$ cat src/rtl/fizzbuzz_pkg.sv
// Shared types and constants for the FizzBuzz ASCII stream generator.
package fizzbuzz_pkg;

    // Largest BCD width supported by the MAX_COUNT conversion helper
    localparam int unsigned MAX_DIGITS = 8;

    localparam logic [7:0] ASCII_CR   = 8'h0D;
    localparam logic [7:0] ASCII_LF   = 8'h0A;
    localparam logic [7:0] ASCII_ZERO = 8'h30;

    // "Fizz" and "Buzz", first character at index 0
    localparam logic [7:0] FIZZ_TBL [4] = '{8'h46, 8'h69, 8'h7A, 8'h7A};
    localparam logic [7:0] BUZZ_TBL [4] = '{8'h42, 8'h75, 8'h7A, 8'h7A};

    typedef enum logic [2:0] {
        ST_IDLE,
        ST_EVAL,
        ST_WORD,
        ST_DIGITS,
        ST_CR,
        ST_LF,
        ST_NEXT,
        ST_DONE
    } state_t;

    // Per-byte handshake with the transmitter
    typedef enum logic [1:0] {
        HS_IDLE,
        HS_WAIT_HI,
        HS_WAIT_LO
    } hs_t;

    // Binary to packed BCD (digit 0 in bits [3:0]), used for constant compares
    function automatic logic [MAX_DIGITS*4-1:0] to_bcd(input int unsigned value);
        logic [MAX_DIGITS*4-1:0] bcd;
        int unsigned             rem;
        bcd = '0;
        rem = value;
        for (int unsigned i = 0; i < MAX_DIGITS; i++) begin
            bcd[i*4 +: 4] = 4'(rem % 10);
            rem           = rem / 10;
        end
        return bcd;
    endfunction

endpackage

$ cat src/rtl/bcd_counter.sv
// Multi-digit BCD up-counter starting at 1, with leading-digit index output.
module bcd_counter #(
    parameter int unsigned DIGITS = 3
) (
    input  logic                  clk,
    input  logic                  rst,
    input  logic                  i_clr,
    input  logic                  i_inc,
    output logic [DIGITS*4-1:0]   o_digits,
    output logic [7:0]            o_lead
);

    // The sequence always starts at 1, so clear loads 1 rather than 0
    localparam logic [DIGITS*4-1:0] CNT_ONE = {{(DIGITS*4-1){1'b0}}, 1'b1};

    logic [DIGITS*4-1:0] cnt_q;
    logic [DIGITS*4-1:0] cnt_d;
    logic                carry;

    // Ripple-carry decimal increment; clear takes priority
    always_comb begin
        cnt_d = cnt_q;
        carry = i_inc;
        for (int unsigned i = 0; i < DIGITS; i++) begin
            if (carry) begin
                if (cnt_q[i*4 +: 4] == 4'd9) begin
                    cnt_d[i*4 +: 4] = 4'd0;
                end else begin
                    cnt_d[i*4 +: 4] = cnt_q[i*4 +: 4] + 4'd1;
                    carry           = 1'b0;
                end
            end
        end
        if (i_clr) begin
            cnt_d = CNT_ONE;
        end
    end

    // Counter register
    always_ff @(posedge clk) begin
        if (rst) begin
            cnt_q <= CNT_ONE;
        end else begin
            cnt_q <= cnt_d;
        end
    end

    // Index of the most significant non-zero digit (0 when the value is below 10)
    always_comb begin
        o_lead = '0;
        for (int unsigned i = 0; i < DIGITS; i++) begin
            if (cnt_q[i*4 +: 4] != 4'd0) begin
                o_lead = 8'(i);
            end
        end
    end

    assign o_digits = cnt_q;

endmodule

$ cat src/rtl/fizzbuzz_gen.sv
// FizzBuzz 1..MAX_COUNT as CR/LF-terminated ASCII lines, paced by a UART busy flag.
module fizzbuzz_gen #(
    parameter int unsigned MAX_COUNT = 100,
    parameter int unsigned DIGITS    = 3
) (
    input  logic       clk,
    input  logic       rst,
    input  logic       i_start,
    input  logic       i_tx_busy,
    output logic [7:0] o_tx_data,
    output logic       o_tx_valid,
    output logic       o_busy,
    output logic       o_done
);

    import fizzbuzz_pkg::*;

    if (DIGITS == 0 || DIGITS > MAX_DIGITS || MAX_COUNT == 0 || MAX_COUNT >= 10**DIGITS) begin : g_param_check
        $error("fizzbuzz_gen: MAX_COUNT must be in 1 .. 10**DIGITS-1 and DIGITS in 1 .. %0d", MAX_DIGITS);
    end

    localparam logic [MAX_DIGITS*4-1:0] MAX_BCD = to_bcd(MAX_COUNT);

    state_t               state_q, state_d;
    hs_t                  hs_q, hs_d;
    logic [7:0]           idx_q, idx_d;
    logic [1:0]           mod3_q, mod3_d;
    logic [2:0]           mod5_q, mod5_d;
    logic [7:0]           tx_data_q, tx_data_d;
    logic                 tx_valid_q, tx_valid_d;
    logic                 busy_q, busy_d;
    logic                 done_q, done_d;

    logic                 bcd_clr;
    logic                 bcd_inc;
    logic [DIGITS*4-1:0]  digits;
    logic [7:0]           lead;
    logic                 issue;
    logic                 can_send;
    logic                 byte_done;
    logic                 is_fizz;
    logic                 is_buzz;
    logic                 is_last;
    logic [3:0]           cur_digit;
    logic [7:0]           word_char;
    logic [7:0]           word_last;

    bcd_counter #(
        .DIGITS (DIGITS)
    ) u_bcd (
        .clk      (clk),
        .rst      (rst),
        .i_clr    (bcd_clr),
        .i_inc    (bcd_inc),
        .o_digits (digits),
        .o_lead   (lead)
    );

    assign is_fizz   = (mod3_q == 2'd0);
    assign is_buzz   = (mod5_q == 3'd0);
    assign is_last   = (digits == MAX_BCD[DIGITS*4-1:0]);
    assign can_send  = (hs_q == HS_IDLE) && !i_tx_busy;
    assign byte_done = (hs_q == HS_WAIT_LO) && !i_tx_busy;

    // Character selection: current BCD digit and current word character
    always_comb begin
        cur_digit = 4'd0;
        for (int unsigned i = 0; i < DIGITS; i++) begin
            if (idx_q == 8'(i)) begin
                cur_digit = digits[i*4 +: 4];
            end
        end
        // FizzBuzz is indices 0..3 from the Fizz table then 4..7 from the Buzz table
        if (is_fizz && !(is_buzz && idx_q[2])) begin
            word_char = FIZZ_TBL[idx_q[1:0]];
        end else begin
            word_char = BUZZ_TBL[idx_q[1:0]];
        end
        word_last = (is_fizz && is_buzz) ? 8'd7 : 8'd3;
    end

    // Main sequencer: next state, byte issue and counters
    always_comb begin
        state_d    = state_q;
        idx_d      = idx_q;
        mod3_d     = mod3_q;
        mod5_d     = mod5_q;
        tx_data_d  = tx_data_q;
        tx_valid_d = 1'b0;
        busy_d     = busy_q;
        done_d     = 1'b0;
        bcd_clr    = 1'b0;
        bcd_inc    = 1'b0;
        issue      = 1'b0;
        case (state_q)
            ST_IDLE: begin
                if (i_start) begin
                    state_d = ST_EVAL;
                    busy_d  = 1'b1;
                    bcd_clr = 1'b1;
                    mod3_d  = 2'd1;
                    mod5_d  = 3'd1;
                end
            end
            ST_EVAL: begin
                if (is_fizz || is_buzz) begin
                    state_d = ST_WORD;
                    idx_d   = '0;
                end else begin
                    state_d = ST_DIGITS;
                    idx_d   = lead;
                end
            end
            ST_WORD: begin
                if (can_send) begin
                    issue      = 1'b1;
                    tx_valid_d = 1'b1;
                    tx_data_d  = word_char;
                    if (idx_q == word_last) begin
                        state_d = ST_CR;
                    end else begin
                        idx_d = idx_q + 8'd1;
                    end
                end
            end
            ST_DIGITS: begin
                if (can_send) begin
                    issue      = 1'b1;
                    tx_valid_d = 1'b1;
                    tx_data_d  = ASCII_ZERO + {4'h0, cur_digit};
                    if (idx_q == 8'd0) begin
                        state_d = ST_CR;
                    end else begin
                        idx_d = idx_q - 8'd1;
                    end
                end
            end
            ST_CR: begin
                if (can_send) begin
                    issue      = 1'b1;
                    tx_valid_d = 1'b1;
                    tx_data_d  = ASCII_CR;
                    state_d    = ST_LF;
                    idx_d      = '0;
                end
            end
            ST_LF: begin
                // idx marks whether LF has been issued; stay until it completes
                if (idx_q == 8'd0) begin
                    if (can_send) begin
                        issue      = 1'b1;
                        tx_valid_d = 1'b1;
                        tx_data_d  = ASCII_LF;
                        idx_d      = 8'd1;
                    end
                end else if (byte_done) begin
                    if (is_last) begin
                        state_d = ST_DONE;
                        done_d  = 1'b1;
                        busy_d  = 1'b0;
                    end else begin
                        state_d = ST_NEXT;
                    end
                end
            end
            ST_NEXT: begin
                bcd_inc = 1'b1;
                mod3_d  = (mod3_q == 2'd2) ? 2'd0 : mod3_q + 2'd1;
                mod5_d  = (mod5_q == 3'd4) ? 3'd0 : mod5_q + 3'd1;
                state_d = ST_EVAL;
            end
            ST_DONE: begin
                state_d = ST_IDLE;
            end
            default: begin
                state_d = ST_IDLE;
            end
        endcase
    end

    // Byte handshake: after a strobe wait for busy to rise, then to fall
    always_comb begin
        hs_d = hs_q;
        case (hs_q)
            HS_IDLE:    if (issue)      hs_d = HS_WAIT_HI;
            HS_WAIT_HI: if (i_tx_busy)  hs_d = HS_WAIT_LO;
            HS_WAIT_LO: if (!i_tx_busy) hs_d = HS_IDLE;
            default:                    hs_d = HS_IDLE;
        endcase
    end

    // State and output registers
    always_ff @(posedge clk) begin
        if (rst) begin
            state_q    <= ST_IDLE;
            hs_q       <= HS_IDLE;
            idx_q      <= '0;
            mod3_q     <= 2'd1;
            mod5_q     <= 3'd1;
            tx_data_q  <= '0;
            tx_valid_q <= 1'b0;
            busy_q     <= 1'b0;
            done_q     <= 1'b0;
        end else begin
            state_q    <= state_d;
            hs_q       <= hs_d;
            idx_q      <= idx_d;
            mod3_q     <= mod3_d;
            mod5_q     <= mod5_d;
            tx_data_q  <= tx_data_d;
            tx_valid_q <= tx_valid_d;
            busy_q     <= busy_d;
            done_q     <= done_d;
        end
    end

    assign o_tx_data  = tx_data_q;
    assign o_tx_valid = tx_valid_q;
    assign o_busy     = busy_q;
    assign o_done     = done_q;

endmodule

$ cat config.mk
export PLATFORM = sky130hd
export DESIGN_NAME = fizzbuzz_gen
export DESIGN_NICKNAME = d
export VERILOG_FILES = /design/src/rtl/fizzbuzz_pkg.sv /design/src/rtl/bcd_counter.sv /design/src/rtl/fizzbuzz_gen.sv
export SDC_FILE = /design/constraint.sdc
export NUM_CORES = 1
export LEC_CHECK = 0
export CORE_MARGIN = 2
export CORE_UTILIZATION = 42
export DETAILED_ROUTE_END_ITERATION = 10
export PLACE_DENSITY_LB_ADDON = 0.2
export SLEW_MARGIN = 20
export SYNTH_ARGS = -nofsm -noshare
export SYNTH_HDL_FRONTEND = slang
export SYNTH_SLANG_ARGS = --single-unit
$ cat constraint.sdc
create_clock -name clk -period 2.8 [get_ports clk]
set_input_delay 0.42 -clock clk [delete_from_list [all_inputs] [get_ports clk]]
set_output_delay 0.42 -clock clk [all_outputs]
set_load 0.02 [all_outputs]
==> impl_metrics.env <==
export IMPL_layout_nets=361
export IMPL_synth_compound_area_share_pct=24.0
export IMPL_end_kind="flop"
export IMPL_antenna_found_initial=0
export IMPL_routedWlPerCell_um=16.0
export IMPL_antenna_cells=0
export IMPL_antenna_left=0
export IMPL_syn_to_final_growth_pct=11.1
export IMPL_netlist_cell_type_count=66
export IMPL_power_density_nw_per_um2=739
export IMPL_wl_met3_um=326
export IMPL_grt_max_degree=20
export IMPL_grt_pass1_vias=2380
export IMPL_synthMuxAreaShare_pct=2.28
export IMPL_setup_viol=0
export IMPL_die_w_um=83.2
export IMPL_cp_required_ns=3.04
export IMPL_peakVddDrop_mv=0.291
export IMPL_synth_top_area_share_pct=30.4
export IMPL_synth_ff_type="dfxtp_1"
export IMPL_start_util_pct=44.0
export IMPL_drt_vias_per_instance=5.87
export IMPL_drv_slew=0
export IMPL_htreeDepth=2
export IMPL_rows=28
export IMPL_die_y_um=83.2
export IMPL_synthArstFlopShare_pct=0
export IMPL_worstMarginPinSlew_ns=0.590
export IMPL_synth_top_family_by_area="simple AND/OR/NAND/NOR gates"
export IMPL_cts_tree="built"
export IMPL_wl_met2_um=3190
export IMPL_cts_buffers=5
export IMPL_wl_met1_um=3090
export IMPL_synth_cells=340
export IMPL_syn_num_nets=352
export IMPL_fin_setup_tns_ns=0
export IMPL_crit_type="flop to flop"
export IMPL_seq_area_frac_synth_pct=30.4
export IMPL_fmax_mhz=421
export IMPL_final_hold_viol_count=0
export IMPL_crit_path_max_fanout=11
export IMPL_finalWirelength_um=6790
export IMPL_synth_xor_area_share_pct=2.99
export IMPL_vias=2495
export IMPL_fin_crit_ns=2.37
export IMPL_io_buffers=13
export IMPL_cts_hold_buf=0
export IMPL_overflow=0
export IMPL_core_um2=5990
export IMPL_first_iter_violations=195
export IMPL_io_pin_count=15
export IMPL_synth_area_um2=2640
export IMPL_cp_arrival_ns=2.61
export IMPL_relSlewSlack_pct=60.3
export IMPL_clk_latency_ns=0.31
export IMPL_drc=0
export IMPL_rsz0062_at_grt="false"
export IMPL_highest_layer="met4"
export IMPL_design_area_um2=2930
export IMPL_track_usage_pct=20.1
export IMPL_synth_edf_count=0
export IMPL_syn_avg_cell_area_um2=7.75
export IMPL_period_share_pct=84.8
export IMPL_outcome="completed"
export IMPL_clkSinkCount=40
export IMPL_num_fill_cells=588
export IMPL_gp_congestion=0.889
export IMPL_drive_above_1_share_pct=9.14
export IMPL_synth_warnings=0
export IMPL_dieArea_um2=6930
export IMPL_synthAdderAreaFrac_pct=3.80
export IMPL_placed_cell_area_um2=2840
export IMPL_clockBufferDepth=2
export IMPL_ys_top_cells_by_area="dfxtp_1 30%, a21oi_1 4.9%, nor2_1 4.7%"
export IMPL_cts_setup_buffers=0
export IMPL_finClkSkew_ns=0.0130
export IMPL_ys_ff_latch=40
export IMPL_dp_hpwl_um=4970
export IMPL_grt_pass1_wl_um=11400
export IMPL_cts_resized=0
export IMPL_hold_class="flop to flop"
export IMPL_clk_pin_slew_worst_paths_ns=0.08
export IMPL_synth_simple_area_share_pct=30.8
export IMPL_cap_viol_max_count=0
export IMPL_cp_start_kind="flop"
export IMPL_dr_pass1_iters=4
export IMPL_cts_root_buffer="clkbuf_8"
export IMPL_yosys_area_top_type="dfxtp_1"
export IMPL_power_leakage_uw=0.00107
-- per-layer routing --
metal  global-route usage [%]  up-vias
met2                     32.4       69
met4                     9.54        0
met1                     26.4     1153
met3                     2.88       18
met5                        0        -
li1                         -     1255
-- cell usage in the layout, fill, tap and decap left out, types with 10 or more instances in the layout --
cell type and count:
clkdlybuf4s50_1 13, a21oi_1 26, nor2_1 33, nand2_1 32, o21ai_0 15, nand3_1 11
inv_1 15, nor3_1 10, dfxtp_1 40
-- sequential cells by signal, summed over array words and instances (netlist names) --
name            count
mod5_q              3
o_done              1
u_bcd.o_digits     12
o_tx_data           7
idx_q               8
state_q             3
o_busy              1
hs_q                2
mod3_q              2
o_tx_valid          1
-- power breakdown --
part,internal (µW),switching [µW],total (µW)
clock,201,214,415
combinational,428,614,1040
sequential,631,74.0,705
-- worst paths after layout --
check | from | end | slack (ns) | cells after the start
setup / recovery | idx_q[0] | state_q[0] | 0.43 | 7
hold / removal | o_tx_data[3] | o_tx_data[3] | 0.47 | 2
setup reg to reg | idx_q[0] | state_q[0] | 0.43 | 7
hold reg to reg | o_tx_data[3] | o_tx_data[3] | 0.47 | 2
-- synth_stat cells (all sizes together), types with 4 or more instances --
cell    count
nor2b       9
clkbuf     12
nor2       33
inv        15
nand4b      4
nor3       10
a31oi       6
o211ai      4
buf         8
nand2      32
xor2        6
nand2b      9
or4         5
a21o        4
o22ai       7
a21oi      26
dfxtp      40
nand4       9
mux2i       6
nand3      12
o21ai      17
nor3b       4
ha          8
-- layout make-up --
cell class	count	area, µm²	share of cell area (%)
inverter	16	60.1	2.05
multi-input combinational	264	1690	57.6
tap	75	93.8	3.21
sequential	40	801	27.4
clock buffer	8	90.1	3.08
timing repair buffer	22	198	6.75
-- critical path: stages (launching register included) --
cell and delay [ns]:
dfxtp_1 0.43, inv_1 0.16, ha_1 0.30, or3b_2 0.49
o21ai_0 0.48, o21ai_0 0.15, o2bb2ai_1 0.15, a31oi_1 0.16
-- through the flow --
stage | total power, µW | std cells | setup WS, ns | hold WS [ns] | util (%)
floorplan | 1460 | 340 | 0.613 | 0.449 | -
global placement | 1740 | 417 | 0.586 | 0.457 | 47.4
detailed placement | 1750 | 417 | 0.468 | 0.460 | 47.4
CTS | 2170 | 425 | 0.444 | 0.472 | 48.9
global route | 2310 | 425 | 0.227 | 0.505 | 48.9
finish | 2160 | 425 | 0.425 | 0.469 | 48.9
-- cell families (layout without fill, tap and decap cells) --
logic type | after synthesis | after routing
flip-flops | 40 | 40
buffers and inverters | 36 | 46
AO/OA/AOI/OAI | 91 | 91
adder cells (fa/ha/maj) | 8 | 8
XOR/XNOR | 9 | 9
AND/OR/NAND/NOR | 149 | 149
multiplexers | 6 | 6
other | 1 | 1
(Power assumes the default switching activity.)
